===== config.mk =====
export PLATFORM = sky130hd
export DESIGN_NAME = pixel_pattern_gen
export DESIGN_NICKNAME = d
export VERILOG_FILES = /design/src/rtl/pixel_pattern_gen.sv
export SDC_FILE = /design/constraint.sdc
export NUM_CORES = 1
export LEC_CHECK = 0
export ABC_AREA = 1
export ABC_CLOCK_PERIOD_IN_PS = 3500
export CORE_ASPECT_RATIO = 0.7
export CORE_MARGIN = 2
export CORE_UTILIZATION = 35
export DETAILED_ROUTE_END_ITERATION = 10
export GPL_TIMING_DRIVEN = 0
export PLACE_DENSITY = 0.65
export SLEW_MARGIN = 20
export SYNTH_ARGS = -nofsm -noshare
export SYNTH_HDL_FRONTEND = slang
export SYNTH_SLANG_ARGS = --single-unit

===== constraint.sdc =====
create_clock -name clk_148Mhz -period 3.5 [get_ports clk_148Mhz]
set_clock_uncertainty 0.1 [all_clocks]
set_input_delay 0.35 -clock clk_148Mhz [delete_from_list [all_inputs] [get_ports clk_148Mhz]]
set_output_delay 0.35 -clock clk_148Mhz [all_outputs]
set_load 0.03 [all_outputs]

===== src/rtl/pixel_pattern_gen.sv =====
// Test-pattern generator behind vga_controller: solid, colour bars, checkerboard
// and a bouncing box, delivered through a two-stage colour/sync pipeline.
module pixel_pattern_gen #(
    parameter int H_ACTIVE = 1920,
    parameter int V_ACTIVE = 1080,
    parameter int BOX_SIZE = 64,
    parameter int SPEED    = 2
) (
    input  logic        clk_148Mhz,
    input  logic        reset,
    input  logic [11:0] h_count_reg,
    input  logic [11:0] v_count_reg,
    input  logic        video_on,
    input  logic        hsync_in,
    input  logic        vsync_in,
    input  logic [11:0] sw,
    input  logic [1:0]  mode,
    output logic [3:0]  vgaRed,
    output logic [3:0]  vgaGreen,
    output logic [3:0]  vgaBlue,
    output logic        hsync,
    output logic        vsync
);

    typedef enum logic [1:0] {
        MODE_SOLID = 2'b00,
        MODE_BARS  = 2'b01,
        MODE_CHECK = 2'b10,
        MODE_BOX   = 2'b11
    } mode_e;

    localparam logic [10:0] X_LIM   = 11'(H_ACTIVE - BOX_SIZE);
    localparam logic [10:0] Y_LIM   = 11'(V_ACTIVE - BOX_SIZE);
    localparam logic [11:0] V_BLANK = 12'(V_ACTIVE);
    localparam logic [11:0] BOX_W   = 12'(BOX_SIZE);
    localparam logic [11:0] STEP    = 12'(SPEED);
    localparam logic [11:0] BOX_BG  = 12'h222;
    localparam logic [11:0] BAR1    = 12'(1 * H_ACTIVE / 8);
    localparam logic [11:0] BAR2    = 12'(2 * H_ACTIVE / 8);
    localparam logic [11:0] BAR3    = 12'(3 * H_ACTIVE / 8);
    localparam logic [11:0] BAR4    = 12'(4 * H_ACTIVE / 8);
    localparam logic [11:0] BAR5    = 12'(5 * H_ACTIVE / 8);
    localparam logic [11:0] BAR6    = 12'(6 * H_ACTIVE / 8);
    localparam logic [11:0] BAR7    = 12'(7 * H_ACTIVE / 8);

    // Returns {new_dir, new_pos}; clamps at the wall so the position never leaves [0, lim].
    function automatic logic [11:0] axis_step(input logic [10:0] pos,
                                              input logic        dir,
                                              input logic [10:0] lim);
        logic [11:0] pos_w;
        pos_w = {1'b0, pos};
        if (dir) begin
            if (pos_w + STEP >= {1'b0, lim}) begin
                axis_step = {1'b0, lim};
            end else begin
                pos_w     = pos_w + STEP;
                axis_step = {1'b1, pos_w[10:0]};
            end
        end else begin
            if (pos_w <= STEP) begin
                axis_step = {1'b1, 11'd0};
            end else begin
                pos_w     = pos_w - STEP;
                axis_step = {1'b0, pos_w[10:0]};
            end
        end
    endfunction

    function automatic logic [11:0] bar_colour(input logic [11:0] h);
        if (h < BAR1) begin
            bar_colour = 12'hFFF;
        end else if (h < BAR2) begin
            bar_colour = 12'hFF0;
        end else if (h < BAR3) begin
            bar_colour = 12'h0FF;
        end else if (h < BAR4) begin
            bar_colour = 12'h0F0;
        end else if (h < BAR5) begin
            bar_colour = 12'hF0F;
        end else if (h < BAR6) begin
            bar_colour = 12'hF00;
        end else if (h < BAR7) begin
            bar_colour = 12'h00F;
        end else begin
            bar_colour = 12'h000;
        end
    endfunction

    mode_e       mode_q, mode_d;
    logic [10:0] box_x_q, box_x_d, box_y_q, box_y_d;
    logic        dir_x_q, dir_x_d, dir_y_q, dir_y_d;
    logic [11:0] col1_q, col1_d, col2_q, col2_d;
    logic        von1_q, hs1_q, vs1_q, hs2_q, vs2_q;
    logic        frame_tick_s, in_box_s;
    logic [11:0] x_step_s, y_step_s;

    // Frame-rate control: mode latch and box motion advance only on frame_tick.
    always_comb begin
        frame_tick_s = (h_count_reg == 12'd0) && (v_count_reg == V_BLANK);
        x_step_s     = axis_step(box_x_q, dir_x_q, X_LIM);
        y_step_s     = axis_step(box_y_q, dir_y_q, Y_LIM);
        mode_d       = mode_q;
        box_x_d      = box_x_q;
        box_y_d      = box_y_q;
        dir_x_d      = dir_x_q;
        dir_y_d      = dir_y_q;
        if (frame_tick_s) begin
            mode_d             = mode_e'(mode);
            {dir_x_d, box_x_d} = x_step_s;
            {dir_y_d, box_y_d} = y_step_s;
        end else begin
            mode_d = mode_q;
        end
    end

    // Stage-1 pattern select from the raw counters; stage 2 blanks outside the active area.
    always_comb begin
        in_box_s = (h_count_reg >= {1'b0, box_x_q}) && (h_count_reg < {1'b0, box_x_q} + BOX_W) &&
                   (v_count_reg >= {1'b0, box_y_q}) && (v_count_reg < {1'b0, box_y_q} + BOX_W);
        col1_d   = 12'h000;
        case (mode_q)
            MODE_SOLID: col1_d = sw;
            MODE_BARS:  col1_d = bar_colour(h_count_reg);
            MODE_CHECK: col1_d = (h_count_reg[6] ^ v_count_reg[6]) ? sw : 12'h000;
            MODE_BOX:   col1_d = in_box_s ? sw : BOX_BG;
            default:    col1_d = 12'h000;
        endcase
        if (von1_q) begin
            col2_d = col1_q;
        end else begin
            col2_d = 12'h000;
        end
    end

    // State and pipeline registers with synchronous reset.
    always_ff @(posedge clk_148Mhz) begin
        if (reset) begin
            mode_q  <= MODE_SOLID;
            box_x_q <= 11'd0;
            box_y_q <= 11'd0;
            dir_x_q <= 1'b1;
            dir_y_q <= 1'b1;
            col1_q  <= 12'h000;
            von1_q  <= 1'b0;
            hs1_q   <= 1'b0;
            vs1_q   <= 1'b0;
            col2_q  <= 12'h000;
            hs2_q   <= 1'b0;
            vs2_q   <= 1'b0;
        end else begin
            mode_q  <= mode_d;
            box_x_q <= box_x_d;
            box_y_q <= box_y_d;
            dir_x_q <= dir_x_d;
            dir_y_q <= dir_y_d;
            col1_q  <= col1_d;
            von1_q  <= video_on;
            hs1_q   <= hsync_in;
            vs1_q   <= vsync_in;
            col2_q  <= col2_d;
            hs2_q   <= hs1_q;
            vs2_q   <= vs1_q;
        end
    end

    assign vgaRed   = col2_q[11:8];
    assign vgaGreen = col2_q[7:4];
    assign vgaBlue  = col2_q[3:0];
    assign hsync    = hs2_q;
    assign vsync    = vs2_q;

endmodule


==> impl_metrics.env, run 1 <==
export IMPL_status="finished, final reports clean"
export IMPL_post_cts_resize_count=0
export IMPL_hold_viol_final=0
export IMPL_holdBufCountCts=0
export IMPL_hold_class="flop to flop"
export IMPL_grt_usage=0.1834
export IMPL_post_route_period_util=0.7820
export IMPL_yosysWarnings=0
export IMPL_crit_type="flop to flop"
export IMPL_grt_max_degree=16
export IMPL_core_mm2=0.01246
export IMPL_hpwlAfterDp_um=9789
export IMPL_dieWidth_um=139.1
export IMPL_globalplace_congestion=0.8906
export IMPL_initial_core_util=0.3588
export IMPL_clock_tree_root_cell="clkbuf_16"
export IMPL_arrival_ns=2.80
export IMPL_critPathMostFrequentCell="nand2_1"
export IMPL_dr_first_iter_drc_count=276
export IMPL_worst_pin_slew_ns=0.6258
export IMPL_clk_latency_ns=0.30
export IMPL_ys_seq_area_frac=0.2373
export IMPL_multi_input_area_mm2=0.002863
export IMPL_netlist_area_mm2=0.004472
export IMPL_worstPathRequired_ns=3.56
export IMPL_cts_max_level=2
export IMPL_num_io_pins=57
export IMPL_layout_common_cells="nand2_1 (191), inv_1 (111), nor2_1 (99)"
export IMPL_pre_cts_ws_ns=0.7942
export IMPL_die_area_mm2=0.01371
export IMPL_cts_buffer_depth=2
export IMPL_dr_pass1_iters=5
export IMPL_grt_pass1_wl_um=20600
export IMPL_synthCells=727
export IMPL_cap_violations=0
export IMPL_layout_commonest_cell="nand2_1"
export IMPL_nets=875
export IMPL_avgRoutedWirePerCell_um=12.67
export IMPL_vias_per_cell=4.752
export IMPL_io_buffers=56
export IMPL_ff_latch_area_mm2=0.001061
export IMPL_syn_avg_cell_area_um2=6.151
export IMPL_setup_viol=0
export IMPL_area_delta_synth_final_pct=20.34
export IMPL_start_kind="flop"
export IMPL_syn_num_nets=812
export IMPL_cts_setup_buffers=0
export IMPL_path_max_fanout=9
export IMPL_drive_gt1_frac=0.07468
export IMPL_grt_remaining_overflow=0
export IMPL_nFillCells=1318
export IMPL_rsz0062_at_grt="false"
export IMPL_antenna_found_initial=0
export IMPL_core_rowCount=34
export IMPL_period_minus_slack_ns=2.737
export IMPL_grt_pass1_vias=4181
export IMPL_leakage_uw=0.002602
export IMPL_diodes=0
export IMPL_vias=4524
export IMPL_wl_um=12060
export IMPL_max_freq_mhz=365.4
export IMPL_maxSlewHeadroom=0.5828
export IMPL_numCtsBuffers=5
export IMPL_end_kind="flop"
export IMPL_cp_slowest_cell="dfxtp_1"
export IMPL_worstPathCellList="ha_1, nand2_1, nor2_1, xor2_1, ha_1, nand2_1, inv_1, nand2_1, nand2_1, nor2_1, nand2_1, nor2_1, nand2_1, nand2_1, nand2_1, nor2_1, a21oi_1"
export IMPL_fin_ws_ns=0.7631
export IMPL_yosysUniqueCellTypes=37
export IMPL_powerDensity_mw_per_mm2=243.5
export IMPL_finalSetupTns_ns=0
export IMPL_synth_seq_cells=53
export IMPL_die_height_um=98.57
export IMPL_max_stage_delay_ns=0.52
export IMPL_clkTransAtPathRegs_ns=0.07
export IMPL_max_vdd_ir_drop_v=0.0001790
export IMPL_slew_violations=0
export IMPL_cts_sinks=53
export IMPL_ant_nets=0
export IMPL_drcViolationCount=0
export IMPL_cts_tree="built"
## final cells by class
class,count,area share
Multi-Input combinational cell,538,0.5320
Sequential cell,53,0.1972
Timing Repair Buffer,56,0.1042
Inverter,121,0.08440
Tap cell,162,0.03767
Clock buffer,6,0.02581
Buffer,15,0.01744
Clock inverter,1,0.001395
## cells in the mapped netlist (all sizes together)
library cell	count	share of area
nand4	17	0.025
a31oi	4	0.0056
nand3	47	0.057
nor2	108	0.099
nor3	7	0.010
or2	4	0.0056
o32ai	1	0.0020
ha	42	0.12
nand2	197	0.17
buf	12	0.018
clkbuf	3	0.0025
clkinv	3	0.0025
inv	118	0.099
nand3b	3	0.0050
a21oi	52	0.065
o21ai	34	0.039
o211ai	1	0.0017
nor4	4	0.0070
xor2	12	0.024
xnor2	2	0.0039
dfxtp	53	0.24
o31ai	3	0.0050
## final timing paths
check | start | to | slack (ns) | cells after the start
setup reg to reg | box_y_q[6]$_SDFFE_PP0P_ | col1_q[1]$_SDFF_PP0_ | 0.76 | 17
setup / recovery | box_y_q[6]$_SDFFE_PP0P_ | col1_q[1]$_SDFF_PP0_ | 0.76 | 17
hold / removal | hs1_q$_SDFF_PP0_ | hsync$_SDFF_PP0_ | 0.30 | 2
hold reg to reg | hs1_q$_SDFF_PP0_ | hsync$_SDFF_PP0_ | 0.30 | 2
## flip-flops by register name, summed over array words and instances, names as in the netlist
signal,cells
col1_q,12
col2_q,12
box_x_q,10
box_y_q,10
mode_q,2
dir_x_q,1
dir_y_q,1
hs1_q,1
hsync,1
von1_q,1
vs1_q,1
vsync,1
## power by group
group	internal, uW	switching (uW)
combinational	88.4	101
clock	281	222
sequential	615	2.80
## kinds of logic (layout without fill, tap and decap cells)
kind of cell	Yosys count	in the layout	synth area share
AND/OR/NAND/NOR	387	387	0.3772
flip-flops	53	53	0.2373
AO/OA/AOI/OAI	95	95	0.1181
XOR/XNOR	14	14	0.02742
buffers and inverters	136	199	0.1226
adder cells (fa/ha/maj)	42	42	0.1175
## through the flow
step                      area, um2  instances    util  hold WS, ns  power [uW]
final                          5381        952  0.4317       0.3033        1311
after global routing           5381        952  0.4317       0.3271        1387
after CTS                      5381        952  0.4317       0.3047        1327
after detailed placement       5235        945  0.4200       0.2955       822.9
after global placement         5235        945  0.4200       0.2906       821.2
after floorplan                4472        727       -       0.2883       726.9
## per-layer routing
layer | global-route usage | share of wire | wire [um]
met1 | 0.2724 | 0.53 | 6334
met5 | 0 | 0 | 0
met3 | 0.03013 | 0.043 | 513
met2 | 0.2785 | 0.42 | 5099
met4 | 0.04118 | 0.0095 | 115
## worst max-delay path, delay by kind of cell (launching register included)
family / cells / cell delay (ns)
AOI/OAI and AO/OA: 1 / 0.06
xor gates and xnor gates: 1 / 0.17
adders and majority gates: 2 / 0.49
buffers and inverters: 1 / 0.04
DFF: 1 / 0.52
and+or+nand+nor: 12 / 1.23
No activity file was read; power rests on OpenSTA's default activity.
==> run 2, diff against run 1 <==
--- a/config.mk
+++ b/config.mk
@@ -6,7 +6,7 @@
 export NUM_CORES = 1
 export LEC_CHECK = 0
 export ABC_AREA = 1
-export ABC_CLOCK_PERIOD_IN_PS = 3500
+export ABC_CLOCK_PERIOD_IN_PS = 2650
 export CORE_ASPECT_RATIO = 0.7
 export CORE_MARGIN = 2
 export CORE_UTILIZATION = 35
==> constraint.sdc (replaced) <==
create_clock -name clk_148Mhz -period 2.65 [get_ports clk_148Mhz]
set_clock_uncertainty 0.1 [all_clocks]
set_input_delay 0.265 -clock clk_148Mhz [delete_from_list [all_inputs] [get_ports clk_148Mhz]]
set_output_delay 0.265 -clock clk_148Mhz [all_outputs]
set_load 0.03 [all_outputs]
==> impl_metrics.env, run 2 (same netlist as run 1, synthesis figures left out) <==
export IMPL_status="finished, final reports clean"
export IMPL_dieWidth_um=139.1
export IMPL_dp_cells=945
export IMPL_max_freq_mhz=403.5
export IMPL_worstPathRequired_ns=2.71
export IMPL_start_kind="flop"
export IMPL_antenna_found_initial=0
export IMPL_post_route_period_util=0.9353
export IMPL_cap_violations=0
export IMPL_wl_um=12210
export IMPL_arrival_ns=2.54
export IMPL_pre_cts_ws_ns=-0.05580
export IMPL_drive_gt1_frac=0.09584
export IMPL_hpwlAfterDp_um=9789
export IMPL_end_kind="flop"
export IMPL_final_cells=955
export IMPL_die_height_um=98.57
export IMPL_globalplace_congestion=0.8906
export IMPL_reg_top3="col1_q x12, col2_q x12"
export IMPL_area_delta_synth_final_pct=21.82
export IMPL_max_vdd_ir_drop_v=0.0002374
export IMPL_fin_ws_ns=0.1714
export IMPL_cts_max_level=2
export IMPL_hold_viol_final=0
export IMPL_cts_buffer_depth=2
export IMPL_hold_class="flop to flop"
export IMPL_initial_core_util=0.3588
export IMPL_grt_remaining_overflow=0
export IMPL_vias_per_cell=4.790
export IMPL_cts_sinks=53
export IMPL_diodes=0
export IMPL_clock_tree_root_cell="clkbuf_16"
export IMPL_core_mm2=0.01246
export IMPL_slew_violations=0
export IMPL_leakage_uw=0.002615
export IMPL_num_io_pins=57
export IMPL_io_buffers=56
export IMPL_path_max_fanout=10
export IMPL_rsz0062_at_grt="false"
export IMPL_cts_tree="built"
export IMPL_clk_latency_ns=0.30
export IMPL_nFillCells=1311
export IMPL_core_rowCount=34
export IMPL_period_minus_slack_ns=2.479
export IMPL_worst_pin_slew_ns=0.6120
export IMPL_vias=4574
export IMPL_holdWs_ns=0.3026
export IMPL_dr_first_iter_drc_count=303
export IMPL_grt_max_degree=16
export IMPL_setup_viol=0
export IMPL_grt_usage=0.1834
export IMPL_avgRoutedWirePerCell_um=12.79
export IMPL_grt_pass1_wl_um=20600
export IMPL_nets=878
export IMPL_drcViolationCount=0
export IMPL_clkTransAtPathRegs_ns=0.07
export IMPL_dr_pass1_iters=5
export IMPL_layout_common_cells="nand2_1 (190), inv_1 (110), nor2_1 (96)"
export IMPL_maxSlewHeadroom=0.5920
export IMPL_layout_commonest_cell="nand2_1"
export IMPL_finalPower_uw=1730
export IMPL_grt_pass1_vias=4181
export IMPL_ant_nets=0
export IMPL_holdBufCountCts=0
export IMPL_powerDensity_mw_per_mm2=317.6
export IMPL_numCtsBuffers=5
export IMPL_die_area_mm2=0.01371
export IMPL_crit_type="flop to flop"
## run 2: critical path, stage by stage, from the launching register on
cell and delay [ns]:
dfxtp_2 0.35, buf_6 0.14, inv_1 0.09, ha_1 0.28, inv_1 0.04, ha_1 0.28, inv_1 0.09, nor2_1 0.04
nand2_1 0.07, nand2_1 0.08, nand2_1 0.08, nand3_1 0.09, nor2_2 0.20, nand2_2 0.09, nand2_1 0.12, nand2_1 0.06
nor2_1 0.09, a21oi_1 0.06
## run 2: repair_timing
item                                    CTS  global route
endpoints found under the setup margin    9            12
setup buffers                             0             3
pin swaps                                 0             1
gates resized for setup                   2            17
## run 2: final cells by class
cell class,count,area (um2),area share
Clock buffer,6,138.9,0.02549
Timing Repair Buffer,59,583.1,0.1070
Multi-Input combinational cell,538,2885,0.5296
Clock inverter,1,7.507,0.001378
Sequential cell,53,1072,0.1968
Inverter,121,457.9,0.08406
Buffer,15,100.1,0.01837
Tap cell,162,202.7,0.03721
## run 2: power breakdown
group          switching (uW)  internal, uW  total (uW)
sequential               3.70           811         814
combinational             135           117         253
clock                     292           371         663
total                     431          1300        1730
## run 2: worst paths after layout
check                           from              endpoint  slack, ns  cells after the start
max          box_x_q[6]$_SDFFE_PP0P_  col1_q[1]$_SDFF_PP0_       0.17                     17
min                 hs1_q$_SDFF_PP0_      hsync$_SDFF_PP0_       0.30                      2
max reg2reg  box_x_q[6]$_SDFFE_PP0P_  col1_q[1]$_SDFF_PP0_       0.17                     17
min reg2reg         hs1_q$_SDFF_PP0_      hsync$_SDFF_PP0_       0.30                      2
## run 2: routing by layer
metal | GRT usage | routed length, um
met2 | 0.2785 | 5225
met3 | 0.03013 | 505
met4 | 0.04118 | 93
met5 | 0 | 0
met1 | 0.2724 | 6389
## run 2: per-stage QoR
step | TNS, ns | utilization | instance area, um2
2_1_floorplan | 0 | - | 4472
3_3_place_gp | -0.2375 | 0.4200 | 5235
3_5_place_dp | -0.2019 | 0.4200 | 5235
4_1_cts | 0 | 0.4319 | 5384
5_1_grt | 0 | 0.4371 | 5448
6_report | 0 | 0.4371 | 5448
==> run 3, diff against run 2 <==
--- a/config.mk
+++ b/config.mk
@@ -7,6 +7,7 @@
 export LEC_CHECK = 0
 export ABC_AREA = 1
 export ABC_CLOCK_PERIOD_IN_PS = 2650
+export CAP_MARGIN = 20
 export CORE_ASPECT_RATIO = 0.7
 export CORE_MARGIN = 2
 export CORE_UTILIZATION = 35
==> results of run 3 <==
Same layout as run 2: the final DEF is identical, and so are final timing and power.
